[src/rtl/uart_rx_byte.sv]
// 8N1 UART receiver: oversamples the asynchronous line and recovers one byte per frame.
// Good bytes raise a one-cycle RX_Done_Sig; a low stop bit raises a one-cycle RX_Err_Sig instead.
module uart_rx_byte #(
  parameter int CLK_FREQ = 50000000,
  parameter int BAUD     = 115200
) (
  input  logic       CLK,
  input  logic       RST,
  input  logic       RX_Pin_In,
  output logic [7:0] RX_Data,
  output logic       RX_Done_Sig,
  output logic       RX_Err_Sig,
  output logic       RX_Busy
);

  localparam int BIT_CNT  = CLK_FREQ / BAUD;
  localparam int HALF_CNT = BIT_CNT / 2;
  localparam int CNT_W    = $clog2(BIT_CNT) + 1;
  localparam logic [CNT_W-1:0] BIT_LAST  = CNT_W'(BIT_CNT - 1);
  localparam logic [CNT_W-1:0] HALF_LAST = CNT_W'(HALF_CNT - 1);

  generate
    if (BIT_CNT < 8) begin : g_bad_baud
      $error("uart_rx_byte: CLK_FREQ/BAUD must be at least 8");
    end
  endgenerate

  typedef enum logic [2:0] {
    S_IDLE,
    S_START,
    S_DATA,
    S_STOP,
    S_BREAK
  } state_t;

  state_t           r_state, w_state_nx;
  logic             r_sync1, r_sync2, r_sync3;
  logic [CNT_W-1:0] r_clk_cnt, w_clk_cnt_nx;
  logic [2:0]       r_bit_idx, w_bit_idx_nx;
  logic [7:0]       r_shift, w_shift_nx;
  logic [7:0]       r_data, w_data_nx;
  logic             r_done, w_done_nx;
  logic             r_err, w_err_nx;
  logic             w_fall;
  logic             w_bit_end;
  logic             w_half_end;

  // r_sync2 is the synchronised line; r_sync3 only serves start-edge detection
  always_ff @(posedge CLK or posedge RST) begin
    if (RST) begin
      r_sync1 <= 1'b1;
      r_sync2 <= 1'b1;
      r_sync3 <= 1'b1;
    end else begin
      r_sync1 <= RX_Pin_In;
      r_sync2 <= r_sync1;
      r_sync3 <= r_sync2;
    end
  end

  assign w_fall     = r_sync3 & ~r_sync2;
  assign w_bit_end  = (r_clk_cnt == BIT_LAST);
  assign w_half_end = (r_clk_cnt == HALF_LAST);

  always_ff @(posedge CLK or posedge RST) begin
    if (RST) begin
      r_state   <= S_IDLE;
      r_clk_cnt <= '0;
      r_bit_idx <= '0;
      r_shift   <= '0;
      r_data    <= '0;
      r_done    <= 1'b0;
      r_err     <= 1'b0;
    end else begin
      r_state   <= w_state_nx;
      r_clk_cnt <= w_clk_cnt_nx;
      r_bit_idx <= w_bit_idx_nx;
      r_shift   <= w_shift_nx;
      r_data    <= w_data_nx;
      r_done    <= w_done_nx;
      r_err     <= w_err_nx;
    end
  end

  always_comb begin
    w_state_nx   = r_state;
    w_clk_cnt_nx = '0;
    w_bit_idx_nx = r_bit_idx;
    w_shift_nx   = r_shift;
    w_data_nx    = r_data;
    w_done_nx    = 1'b0;
    w_err_nx     = 1'b0;
    case (r_state)
      S_IDLE: begin
        if (w_fall) w_state_nx = S_START;
      end
      S_START: begin
        if (w_half_end) begin
          // a line already back high at mid-start is treated as noise
          if (!r_sync2) begin
            w_state_nx   = S_DATA;
            w_bit_idx_nx = '0;
          end else begin
            w_state_nx = S_IDLE;
          end
        end else begin
          w_clk_cnt_nx = r_clk_cnt + CNT_W'(1);
        end
      end
      S_DATA: begin
        if (w_bit_end) begin
          w_shift_nx[r_bit_idx] = r_sync2;
          if (r_bit_idx == 3'd7) w_state_nx = S_STOP;
          else w_bit_idx_nx = r_bit_idx + 3'd1;
        end else begin
          w_clk_cnt_nx = r_clk_cnt + CNT_W'(1);
        end
      end
      S_STOP: begin
        // leave at mid-stop so a start bit right behind the stop bit is caught
        if (w_bit_end) begin
          if (r_sync2) begin
            w_data_nx  = r_shift;
            w_done_nx  = 1'b1;
            w_state_nx = S_IDLE;
          end else begin
            w_err_nx   = 1'b1;
            w_state_nx = S_BREAK;
          end
        end else begin
          w_clk_cnt_nx = r_clk_cnt + CNT_W'(1);
        end
      end
      S_BREAK: begin
        if (r_sync2) w_state_nx = S_IDLE;
      end
      default: w_state_nx = S_IDLE;
    endcase
  end

  assign RX_Data     = r_data;
  assign RX_Done_Sig = r_done;
  assign RX_Err_Sig  = r_err;
  assign RX_Busy     = (r_state != S_IDLE);

endmodule

[config.mk]
export PLATFORM = sky130hd
export DESIGN_NAME = uart_rx_byte
export DESIGN_NICKNAME = d
export VERILOG_FILES = /design/src/rtl/uart_rx_byte.sv
export SDC_FILE = /design/constraint.sdc
export NUM_CORES = 1
export LEC_CHECK = 0
export BUFFER_PORTS_ARGS = -buffer_cell sky130_fd_sc_hd__buf_2
export CAP_MARGIN = 40
export CORE_MARGIN = 5
export CORE_UTILIZATION = 25
export DETAILED_ROUTE_END_ITERATION = 10
export PLACE_DENSITY = 0.47
export SLEW_MARGIN = 40
export SYNTH_ARGS = -nofsm -noshare
export SYNTH_HDL_FRONTEND = slang
export SYNTH_SLANG_ARGS = --single-unit
[constraint.sdc]
create_clock -name CLK -period 2.1 [get_ports CLK]
set_input_delay 0.105 -clock CLK [delete_from_list [all_inputs] [get_ports CLK]]
set_output_delay 0.105 -clock CLK [all_outputs]
set_load 0.02 [all_outputs]
# == Word level (Yosys, flattened, before mapping) ==
# Cells that the tools add are included.
# word_totals
regBits,37
input_bits,3
wordCells,66
# op_classes
n_addsub,2
order_cmp,2
eq_ne,15
n_mux,26
bitwise_logic,2
reduce_logical,9
# op_table
cell,count
3-bit two-way mux,11
10-bit two-way mux,2
10-bit one-hot mux with 2 select lines,1
2-bit != test (second input constant),8
3-bit one-hot mux with 5 select lines,1
10-bit by 1-bit adder with 10-bit output (second input constant),1
10-bit by 8-bit equality test with 1-bit output (second input constant),1
10-bit by 9-bit equality test with 1-bit output (second input constant),1
8-bit bitwise mux,1
1-bit two-way mux,7
3-bit by 2-bit equality test with 1-bit output (second input constant),2
3-bit equality test (second input constant),2
3-bit one-hot mux with 2 select lines,1
6-bit AND reduction,1
5-bit AND reduction,1
3-bit by 4-bit less-than comparator with 1-bit output (second input constant),1
3-bit by 1-bit adder with 3-bit output (second input constant),1
1-bit demux with 3-bit select,1
3-bit by 1-bit equality test with 1-bit output (second input constant),1
3-bit by 1-bit greater-or-equal comparator with 1-bit output (second input constant),1
3-bit zero test,1
3-bit AND reduction,1
3-bit nonzero test,1
2-bit two-way mux,1
other kinds (6),6

# == Logic depth before layout (Yosys ltp) ==
# Gate-level depths: netlist of run 1.
# logic_depth
depth_word,5
depth_mapped,7
depth_no_buf,6

# == Least setup slack after synthesis of run 1 ==
# Ideal clock, no wire load.
# synth_path
path_kind,register -> register
start,register r_clk_cnt[1]
end,register r_shift[2]
setup_ns,0.128
t_arrival_ns,2.163
path_slack_ns,-0.191
path_stages_with_launch,7
n_path_buf,0
synth_period_minus_slack_ns,2.291
cell_sequence,dfrtp_1 > inv_1 > ha_1 > or4bb_1 > or4_4 > nor4b_2 > mux2_1
# synth_via
elab_chain_cells,2
# synth_rtl
element,line_no,rtl
start: declaration,38,"logic [CNT_W-1:0] r_clk_cnt, w_clk_cnt_nx;"
start signal: assignment,76,r_clk_cnt <= w_clk_cnt_nx;
10-bit by 9-bit equality test with 1-bit output,62,assign w_bit_end = (r_clk_cnt == BIT_LAST);
2-bit AND reduction (no source line),-,
end signal: assignment,78,r_shift <= w_shift_nx;
end: declaration,40,"logic [7:0] r_shift, w_shift_nx;"
# Every way passes these cells.
# A chain may end at the register's enable or synchronous reset.

# == Worst setup path after layout of run 1 ==
# layout_path
start,register r_clk_cnt[1]
end,register r_shift[1]
# Same word-level chain as after synthesis.

==> summary.md, run 1 <==
| Metric | Value |
|---|---|
| Final Hold Fails | 0 |
| Most frequent cell after synthesis | dfrtp_1 |
| Max Clk Rate | 450 MHz |
| CTS max path bufs | 2 |
| Port bufs | 13 |
| CTS Buf Count | 5 |
| Seq cells post-synth | 37 |
| GRT overflow | 0 |
| Multi-input gate area | 877 um^2 |
| Routed vias/inst | 4.31 |
| Status | finished with violations |
| Share of the synthesized area in the top cell type | 0.473 |
| Per-cell routed wire length | roughly 13 um |
| Failing checks | setup timing |
| Area leader, netlist | dfrtp_1 |
| Worst vdd ir | 0.450 mV |
| RR Endpoint | r_shift[1] |
| Starting Density | 0.252 |
| Worst Path Max Fanout | 4 |
| FF-to-FF setup slack | -0.12 ns |
| Initial antenna violation count | 0 |
| Async set or reset register ratio after synthesis | 1.00 |
| Seq pwr share | 0.397 |
| Core ar. | 7140 um^2 |
| Routed Antenna Nets | 0 |
| Total track usage | 0.0916 |
| Final WL | 3760 um |
| Pleak | 1.08 nW |
| Crit Path Class | flop to flop |
| 1st-iter DRT viols | 33 |
| Critical Path Sink | r_shift[1] |
| DR vias | 1277 |
| Placed Cells | around 280 |
| Vert. Die Dim | roughly 95 um |
| Critical R2R Launch | r_clk_cnt[1] |
| Post-DP HPWL | 2500 um |
| Minimum clock period | 2.22 ns |
| Required time of the worst setup path | around 2.3 ns |
| Syn Area/Cell | 11.5 um^2 |
| Rel. slew slack | 0.680 |
| Post-synth EDFFs | 0 |
| Post-layout util | 0.333 |
| Cells after Synth | ~160 |
| R2R depth | 6 |
| Ant diodes | 0 |
| Tightest Pin Transition | roughly 0.48 ns |
| Row count | 31 |
| Vias in the first global route | 1333 |
| Layout Nets | 204 |
| CP Capture Type | flop |
| Slew Limit Fails | 0 |
| Power Dens Cells | 898 nW/um^2 |
| CTS root buf | clkbuf_8 |
| FF+latch area | around 930 um^2 |
| Synth Net Count | 164 |
| Worst-path clk slew | 0.09 ns |
| Chip Width | roughly 95 um |
| Synth cell count leaders | dfrtp_1 (34), mux2_2 (15), nor2_1 (15), nand3_1 (8), inv_1 (7) |
| Sw Ratio | 0.304 |
| Clock Skews | ~0.013 ns |
| Min-Delay Path Class | flop to flop |
| Critical path arrival | roughly 2.4 ns |
| Top FF cell, synth | dfrtp_1 |
| Critical Path Source | r_clk_cnt[1] |
| Final period utilization | 1.06 |
| Synth Cell Area | around 1800 um^2 |
| Combinational power share | 0.306 |
| Post-synthesis sequential area ratio | 0.517 |
| Synth cell types | 43 |
| Clock Sinks | 37 |
| Layout cell share with drive strength beyond 1 | 0.426 |
| Clk pwr share | 0.297 |
| Unrepaired setup endpoints after global routing | yes |
| CTS tree | built |
| DRC violation count after routing | 0 |
| Internal power | about 0.0015 W |
| Area Overhead vs Synth | 32.1% |
| Worst setup SP type | flop |
| H-tree depth | 2 |
| Skew-Pair Late Insertion Delay | 0.30 ns |
| Yosys warns | 0 |
| Largest net degree at the start of global routing | 38 |
| Full die area | 8990 um^2 |
| Sw Pwr | approximately 0.00065 W |
| Ports | 14 |
| Area contributors post-synth | dfrtp_1 (47%), mux2_2 (9.4%), dfstp_2 (4.4%) |
| Fin cells | 296 |
| Filler instances | 765 |
| Drt first pass iters | 2 |
| Final worst-path setup slack | -0.123 ns |
| Global-route wire length before repair | approximately 6400 um |
| GP Congestion | 0.686 |
| Final setup violation count | 9 |
| Max-Cap Viols | 0 |
worst min-delay path by stage:
stage          depth (start not counted)       from  slack (ns)      end
2_1_floorplan                          0  RX_Pin_In        0.11  r_sync1
3_5_place_dp                           1  RX_Pin_In        0.21  r_sync1
3_3_place_gp                           1  RX_Pin_In        0.21  r_sync1
5_1_grt                                0    r_sync1        0.37  r_sync2
4_1_cts                                0    r_sync1        0.37  r_sync2
6_report                               0    r_sync1        0.36  r_sync2
sequential cells by signal, summed over array words and instances (netlist names):
register	count
r_sync3	1
r_clk_cnt	10
r_shift	8
r_bit_idx	3
RX_Done_Sig	1
r_sync1	1
RX_Err_Sig	1
RX_Data	8
r_sync2	1
r_state	3
per-stage QoR:
| stage | power, W | setup slack (ns) | TNS, ns | instance area [um^2] | hold slack (ns) |
|---|---|---|---|---|---|
| finish | 0.00213 | -0.123 | -0.505 | 2380 | 0.362 |
| global route | 0.00228 | -0.191 | -1.55 | 2380 | 0.367 |
| CTS | 0.00214 | -0.114 | -0.425 | 2330 | 0.365 |
| detailed placement | 0.00141 | -0.186 | -0.843 | 2120 | 0.211 |
| global placement | 0.00141 | -0.133 | -0.602 | 2120 | 0.213 |
| floorplan | 0.00120 | -0.142 | -0.529 | 1800 | 0.109 |
layer usage:
metal | vias up | global-route usage | wire [um]
li1 | 633 | - | -
met1 | 624 | 0.112 | 1760
met2 | 13 | 0.151 | 1840
met3 | 7 | 0.0263 | 108
met4 | 0 | 0.0361 | 57
met5 | - | 0 | 0
cells in the final DEF (no fill, tap or decap), types with 2 or more instances in the layout:
cell type,n
mux2_2,14
nor2b_1,2
nand4b_1,2
inv_1,6
nand2_1,5
xnor2_1,3
buf_4,26
or4b_2,2
nor2_1,15
ha_1,4
dlygate4sd3_1,2
nor4b_4,2
nor4_2,2
dfrtp_1,33
mux2_4,2
dfstp_2,3
or3_1,3
xor2_1,5
or3b_4,2
o2bb2ai_1,2
buf_2,13
clkbuf_8,5
nand4_1,3
buf_6,2
nor4_1,2
nand3_1,8
nor3_1,4
cell families after synthesis:
kind of cell | after synthesis | synth area share
AO/OA/AOI/OAI | 11 | 0.0459
XOR/XNOR | 8 | 0.0389
adder cells (fa/ha/maj) | 5 | 0.0348
buffers and inverters | 17 | 0.0417
flip-flops | 37 | 0.517
multiplexers | 18 | 0.112
AND/OR/NAND/NOR | 60 | 0.210
cell type report:
type / instances / area share
timing repair buffer: 43 / 0.127
tap: 99 / 0.0521
clock inverter: 3 / 0.0195
clock buffer: 5 / 0.0290
sequential: 37 / 0.392
inverter: 7 / 0.0111
multi-input combinational: 102 / 0.369
critical path: stages (launching register included):
cell	delay [ns]
dfrtp_1	0.39
inv_2	0.09
ha_4	0.12
or4bb_4	0.45
or4_4	0.49
nor4b_4	0.23
mux2_1	0.34
power by group through the flow:
stage          Sequential [W]  Clock (W)  Combinational (W)
3_5_place_dp         0.000849          0           0.000558
5_1_grt              0.000857   0.000687           0.000733
2_1_floorplan        0.000875          0           0.000327
3_3_place_gp         0.000849          0           0.000557
4_1_cts              0.000845   0.000657           0.000636
6_report             0.000847   0.000633           0.000652
timing repair:
action | CTS | global route
setup endpoints to repair | 18 | 31
endpoints found under the hold margin | 35 | 0
buffers inserted | 3 | 1
gates resized for setup | 10 | 8
hold buffers | 2 | 0
pin swaps | 1 | 1
No activity file was read; power rests on OpenSTA's default activity.
==> run 2, diff against run 1 <==
- clock period: 2.1 -> 2 ns (I/O delays scaled with it)
==> run 2 against run 1 <==
Net effect:
- the flow still finishes with violations (setup timing)
- combinational power up 11%
- die area unchanged
- non-clock buffer count is 9 higher
- clock power shrank 17%
- final area grew 3.3%
- sequential power increased by 5.0%
- via count up 6.1%
- power is 0.29% higher
- count of clock-buffer cells in the layout unchanged
- first-iteration DRC count grew 9.1%
- wire length is 0.98% higher
- largest cell class unchanged
- largest power group unchanged
==> summary.md, run 2 (same netlist as run 1, synthesis figures left out) <==
| Metric | Value |
|---|---|
| CP max-delay cell | or4_4 |
| Cell family contributing the most delay on the critical path | simple AND/OR/NAND/NOR gates |
| CP Capture Type | flop |
| Total track usage | 0.0907 (-0.000820) |
| Worst Path Max Fanout | 4 (unchanged) |
| Pleak | 1.13 nW (+4.9%) |
| Unrepaired setup endpoints after global routing | yes |
| Starting Density | 0.252 (unchanged) |
| CTS Buf Count | 5 (unchanged) |
| Sw Ratio | 0.322 (+0.0178) |
| DRC violation count after routing | 0 (unchanged) |
| Slew Limit Fails | 0 (unchanged) |
| Tightest Pin Transition | 0.486 ns (+0.00500 ns) |
| Ports | 14 (unchanged) |
| Per-cell routed wire length | 12.4 um (-2.0%) |
| H-tree depth | 2 (unchanged) |
| Minimum clock period | 2.21 ns (-0.0162 ns) |
| Final Total Pwr | 0.00214 W (+0.29%) |
| Biggest register | r_clk_cnt |
| Sw Pwr | 0.000689 W (+6.2%) |
| Final Hold Fails | 0 (unchanged) |
| Crit Path Class | flop to flop |
| Final period utilization | 1.10 (+0.0448) |
| Combinational power share | 0.339 (+0.033) |
| Vert. Die Dim | 94.8 um (unchanged) |
| Layout Nets | 213 (+4.4%) |
| CP peak stage delay | 0.48 ns (about the same) |
| Final WL | 3800 um (+0.98%) |
| 1st-iter DRT viols | 36 (+9.1%) |
| Worst path cell trace | inv_2 -> ha_4 -> or4bb_4 -> or4_4 -> nor4b_2 -> mux2_1 |
| Rel. slew slack | 0.676 (-0.00333) |
| Routed vias/inst | 4.44 (+3.0%) |
| Clock Sinks | 37 (unchanged) |
| Row count | 31 (unchanged) |
| Worst vdd ir | 0.409 mV (-9.2%) |
| Clock Skews | 0.00533 ns (-0.00810 ns) |
| Commonest non-fill, non-tap cells in the layout | dfrtp_1 (34), buf_4 (33), nor2_1 (15), buf_2 (13), mux2_4 (9) |
| Largest net degree at the start of global routing | 38 (unchanged) |
| Min-Delay Path Class | flop to flop |
| GRT overflow | 0 (unchanged) |
| Port bufs | 13 (unchanged) |
| Area Overhead vs Synth | 36.4% |
| Routed Antenna Nets | 0 (unchanged) |
| Largest register FFs | 10 (unchanged) |
| Core ar. | 7140 um^2 (unchanged) |
| Max-Cap Viols | 0 (unchanged) |
| DR vias | 1355 (+6.1%) |
| CTS root buf | clkbuf_8 |
| WHS | 0.358 ns (-0.00363 ns) |
| Internal power | 0.00145 W (-2.3%) |
| Required time of the worst setup path | 2.18 ns (-0.11 ns) |
| Failing checks | setup timing |
| Vias in the first global route | 1313 (-1.5%) |
| Chip Width | 94.8 um (unchanged) |
| Power Dens Cells | 871 nW/um^2 (-2.9%) |
| Post-DP HPWL | 2550 um (+2.0%) |
| Final worst-path setup slack | -0.207 ns (-0.0838 ns) |
| Clk pwr share | 0.246 (-0.051) |
| Ant diodes | 0 (unchanged) |
| Global-route wire length before repair | 6390 um (unchanged) |
| Drt first pass iters | 4 (+2) |
| Critical path arrival | 2.39 ns (-0.02 ns) |
| Skew-Pair Late Insertion Delay | 0.29 ns (about the same) |
| Worst-path clk slew | 0.08 ns (about the same) |
| CTS tree | built |
| WP buf/inv | 1 (unchanged) |
| Full die area | 8990 um^2 (unchanged) |
| CTS max path bufs | 2 (unchanged) |
| Status | finished with violations |
| Worst setup SP type | flop |
| Final setup violation count | 17 (+8) |
| Most common cell after layout, fill and taps aside | dfrtp_1 |
| Layout cell share with drive strength beyond 1 | 0.456 (+0.0299) |
| Seq pwr share | 0.415 (+0.018) |
| GP Congestion | 0.770 (+12%) |
| Initial antenna violation count | 0 (unchanged) |
| Max Clk Rate | 453 MHz (+0.74%) |
==> run 2: cell types whose count changed in the layout (fill, tap and decap cells not counted), moves of 2 or more <==
cell,delta
buf_4,+7
nor4b_4,-2
mux2_2,-8
mux2_4,+7
clkinv_2,+2
nor4b_2,+2
==> run 2: worst register-to-register path: stages (launching register included) <==
cell and delay (ns):
dfrtp_1 0.39, inv_2 0.08, ha_4 0.12, or4bb_4 0.45, or4_4 0.48, nor4b_2 0.24
mux2_1 0.34
==> run 2: power by group through the flow <==
stage / clock (W) / sequential, W / combinational [W]
2_1_floorplan: 0 / 0.000919 / 0.000344
3_3_place_gp: 0 / 0.000894 / 0.000613
3_5_place_dp: 0 / 0.000895 / 0.000615
4_1_cts: 0.000544 / 0.000889 / 0.000685
5_1_grt: 0.000570 / 0.000904 / 0.000811
6_report: 0.000526 / 0.000889 / 0.000724
==> run 2: layer usage <==
metal  share of wire  up-vias  global-route usage  routed length, um
met1            0.49      680               0.120               1880
met3           0.031        8              0.0287                117
met2            0.47       16               0.141               1770
met5               0        -                   0                  0
met4          0.0087        0              0.0288                 33
li1                -      651                   -                  -
==> run 2: worst paths after layout <==
check,from,slack [ns],end,cells after the start
max reg2reg,r_clk_cnt[1],-0.21,r_shift[2],6
min,r_sync1,0.36,r_sync2,0
max,r_clk_cnt[1],-0.21,r_shift[2],6
min reg2reg,r_sync1,0.36,r_sync2,0
min in group asynchronous,RST,0.46,RX_Data[0],4
max in group asynchronous,RST,1.19,r_sync3,4
==> run 2: area by class of cell <==
class | count | area (um^2)
clock buffer | 5 | 68.8
clock inverter | 3 | 17.5
fill | 753 | 4680
inverter | 7 | 26.3
multi-input combinational | 102 | 902
sequential | 37 | 930
tap | 99 | 124
timing repair buffer | 52 | 387
==> run 2: what timing repair did <==
item                                   CTS  global route
buffers inserted                         2             4
hold buffers                             2             0
setup endpoints to repair               28            33
pin swaps                                2             7
gates resized for setup                 15             5
endpoints found under the hold margin   35             0
==> run 2: metrics by stage <==
stage	utilization	setup slack (ns)	cell area [um^2]	TNS [ns]	std cells
floorplan	-	-0.242	1830	-2.34	156
global placement	0.310	-0.196	2210	-1.98	289
detailed placement	0.310	-0.229	2210	-2.57	289
CTS	0.336	-0.207	2400	-2.61	301
global route	0.344	-0.274	2450	-4.75	305
finish	0.344	-0.207	2450	-2.31	305
==> run 3, diff against run 2 <==
--- a/config.mk
+++ b/config.mk
@@ -8,8 +8,9 @@
 export BUFFER_PORTS_ARGS = -buffer_cell sky130_fd_sc_hd__buf_2
 export CAP_MARGIN = 40
+export CORE_ASPECT_RATIO = 1.4
 export CORE_MARGIN = 5
-export CORE_UTILIZATION = 25
+export CORE_UTILIZATION = 53
 export DETAILED_ROUTE_END_ITERATION = 10
-export PLACE_DENSITY = 0.47
+export PLACE_DENSITY = 0.81
 export SLEW_MARGIN = 40
 export SYNTH_ARGS = -nofsm -noshare
==> constraint.sdc (replaced) <==
create_clock -name CLK -period 2 [get_ports CLK]
set_input_delay 0.1 -clock CLK [delete_from_list [all_inputs] [get_ports CLK]]
set_output_delay 0.1 -clock CLK [all_outputs]
set_load 0.1 [all_outputs]
==> run 3 against run 2 <==
Net effect:
- the flow still finishes with violations (setup timing)
- die area down 48%
- clock skew up 0.0012 ns
- final area up 1.1%
- global-route usage up 12 points
- critical path type unchanged
- critical endpoint is now r_shift[0]
- largest power group unchanged
==> summary.md, run 3 (same netlist as run 1, synthesis figures left out) <==
| Metric | Value |
|---|---|
| Vert. Die Dim | 78.9 um (-17%) |
| Power Dens Cells | 985 nW/um^2 (+13%) |
| Worst-path clk slew | 0.07 ns (about the same) |
| Starting Density | 0.543 (+0.291) |
| Ant diodes | 0 (unchanged) |
| Placed Cells | 224 (-22%) |
| Internal power | 0.00172 W (+18%) |
| CTS Buf Count | 5 (unchanged) |
| Cell family contributing the most delay on the critical path | simple AND/OR/NAND/NOR gates |
| Rel. slew slack | 0.678 (+0.00126) |
| Biggest register | r_clk_cnt |
| Failing checks | setup timing |
| Full die area | 4680 um^2 (-48%) |
| Post-layout util | 0.749 (+0.405) |
| Unrepaired setup endpoints after global routing | yes |
| Minimum clock period | 2.29 ns (+0.0810 ns) |
| Worst path cell trace | inv_2 -> ha_4 -> or4bb_4 -> or4_4 -> nor4_2 -> mux2_2 |
| CTS root buf | clkbuf_8 |
| Most common cell after layout, fill and taps aside | dfrtp_1 |
| Worst vdd ir | 0.700 mV (+71%) |
| Post-DP HPWL | 2720 um (+6.9%) |
| Ports | 14 (unchanged) |
| Final setup violation count | 33 (+16) |
| DRC violation count after routing | 0 (unchanged) |
| Routed vias/inst | 5.88 (+32%) |
| Tightest Pin Transition | 0.487 ns (+0.00146 ns) |
| Core ar. | 3320 um^2 (-54%) |
| Crit Path Class | flop to flop |
| Final worst-path setup slack | -0.288 ns (-0.0810 ns) |
| Final Hold Fails | 0 (unchanged) |
| CTS tree | built |
| Worst Path Max Fanout | 4 (unchanged) |
| Metal3 WL | 148 um (+26%) |
| CP Capture Type | flop |
| Final WL | 4520 um (+19%) |
| Status | finished with violations |
| Total track usage | 0.209 (+0.118) |
| Area Overhead vs Synth | 38.0% |
| WHS | 0.357 ns (-0.00177 ns) |
| Largest register FFs | 10 (unchanged) |
| Max-Cap Viols | 0 (unchanged) |
| CP peak stage delay | 0.49 ns (about the same) |
| Post-layout instance area | 2480 um^2 (+1.1%) |
| Drt first pass iters | 6 (+2) |
| GP Congestion | 0.861 (+12%) |
| Seq pwr share | 0.366 (-0.049) |
| Layout cell share with drive strength beyond 1 | 0.488 (+0.0314) |
| Fin cells | 243 (-20%) |
| Clock Sinks | 37 (unchanged) |
| CP max-delay cell | or4_4 |
| Pleak | 1.14 nW (+0.95%) |
| DR vias | 1429 (+5.5%) |
| Row count | 25 (-19%) |
| Worst setup SP type | flop |
| Clk pwr share | 0.310 (+0.064) |
| Largest net degree at the start of global routing | 38 (unchanged) |
| Routed wl met2 | 2600 um (+47%) |
| Chip Width | 59.2 um (-38%) |
| Vias in the first global route | 1502 (+14%) |
| CTS max path bufs | 2 (unchanged) |
| DR top layer | met4 |
| WP buf/inv | 1 (unchanged) |
| Max Clk Rate | 437 MHz (-3.5%) |
| Sw Ratio | 0.297 (-0.0249) |
| Met1 wire length | 1620 um (-14%) |
| 1st-iter DRT viols | 82 (+130%) |
| Combinational power share | 0.325 (-0.014) |
| Min-Delay Path Class | flop to flop |
| DP Area | 2100 um^2 (-5.4%) |
| Global-route wire length before repair | 7310 um (+14%) |
| GRT overflow | 0 (unchanged) |
| H-tree depth | 2 (unchanged) |
| Slew Limit Fails | 0 (unchanged) |
| Per-cell routed wire length | 18.6 um (+49%) |
| Required time of the worst setup path | 2.18 ns (about the same) |
| Commonest non-fill, non-tap cells in the layout | dfrtp_1 (33), buf_4 (29), nor2_1 (15), buf_2 (13), mux2_4 (10) |
| Sw Pwr | 0.000726 W (+5.4%) |
| Final period utilization | 1.14 (+0.0405) |
| Skew-Pair Late Insertion Delay | 0.29 ns (about the same) |
| Port bufs | 13 (unchanged) |
| Initial antenna violation count | 0 (unchanged) |
| Clock Skews | 0.00655 ns (+0.00123 ns) |
| Critical path arrival | 2.47 ns (+0.08 ns) |
| Layout Nets | 210 (-1.4%) |
| Routed Antenna Nets | 0 (unchanged) |
## run 3: layer usage
metal  up-vias  GRT usage
met1       729      0.232
met5         -          0
li1        649          -
met2        33      0.371
met3        18     0.0488
met4         0     0.0839
## run 3: layout make-up
type                            count  area [um^2]
Clock inverter                      3         65.1
Clock buffer                        5         68.8
Fill cell                         218          833
Multi-Input combinational cell    102          973
Timing Repair Buffer               49          368
Tap cell                           40         50.0
Sequential cell                    37          931
Inverter                            7         26.3
## run 3: final timing paths
kind,from,endpoint,slack [ns],depth (start not counted)
worst max-delay path,r_clk_cnt[1],r_shift[0],-0.29,6
worst max register to register,r_clk_cnt[1],r_shift[0],-0.29,6
min in group asynchronous,RST,r_shift[4],0.45,4
worst min register to register,r_sync1,r_sync2,0.36,0
worst min-delay path,r_sync1,r_sync2,0.36,0
max in group asynchronous,RST,r_sync3,1.20,4
## run 3: power by group through the flow
stage                     registers, W  clock network [W]  logic [W]
after floorplan               0.000919                  0   0.000349
final                         0.000894           0.000757   0.000793
after global routing          0.000901           0.000808   0.000870
after CTS                     0.000889           0.000767   0.000685
after detailed placement      0.000894                  0   0.000622
after global placement        0.000885                  0   0.000586
## run 3: through the flow
step                      TNS [ns]  power [W]  setup WS [ns]
after global placement       -1.42    0.00147         -0.226
after floorplan              -2.35    0.00127         -0.242
final                        -5.64    0.00244         -0.288
after global routing         -8.04    0.00258         -0.333
after detailed placement     -2.92    0.00152         -0.403
after CTS                    -2.21    0.00234         -0.238
## run 3: repair_timing
item,CTS,global route
hold endpoints to repair,35,0
setup endpoints to repair,30,34
gates resized for setup,13,21
gates cloned,0,1
pin swaps,1,3
hold buffers,2,0
buffers inserted,2,6
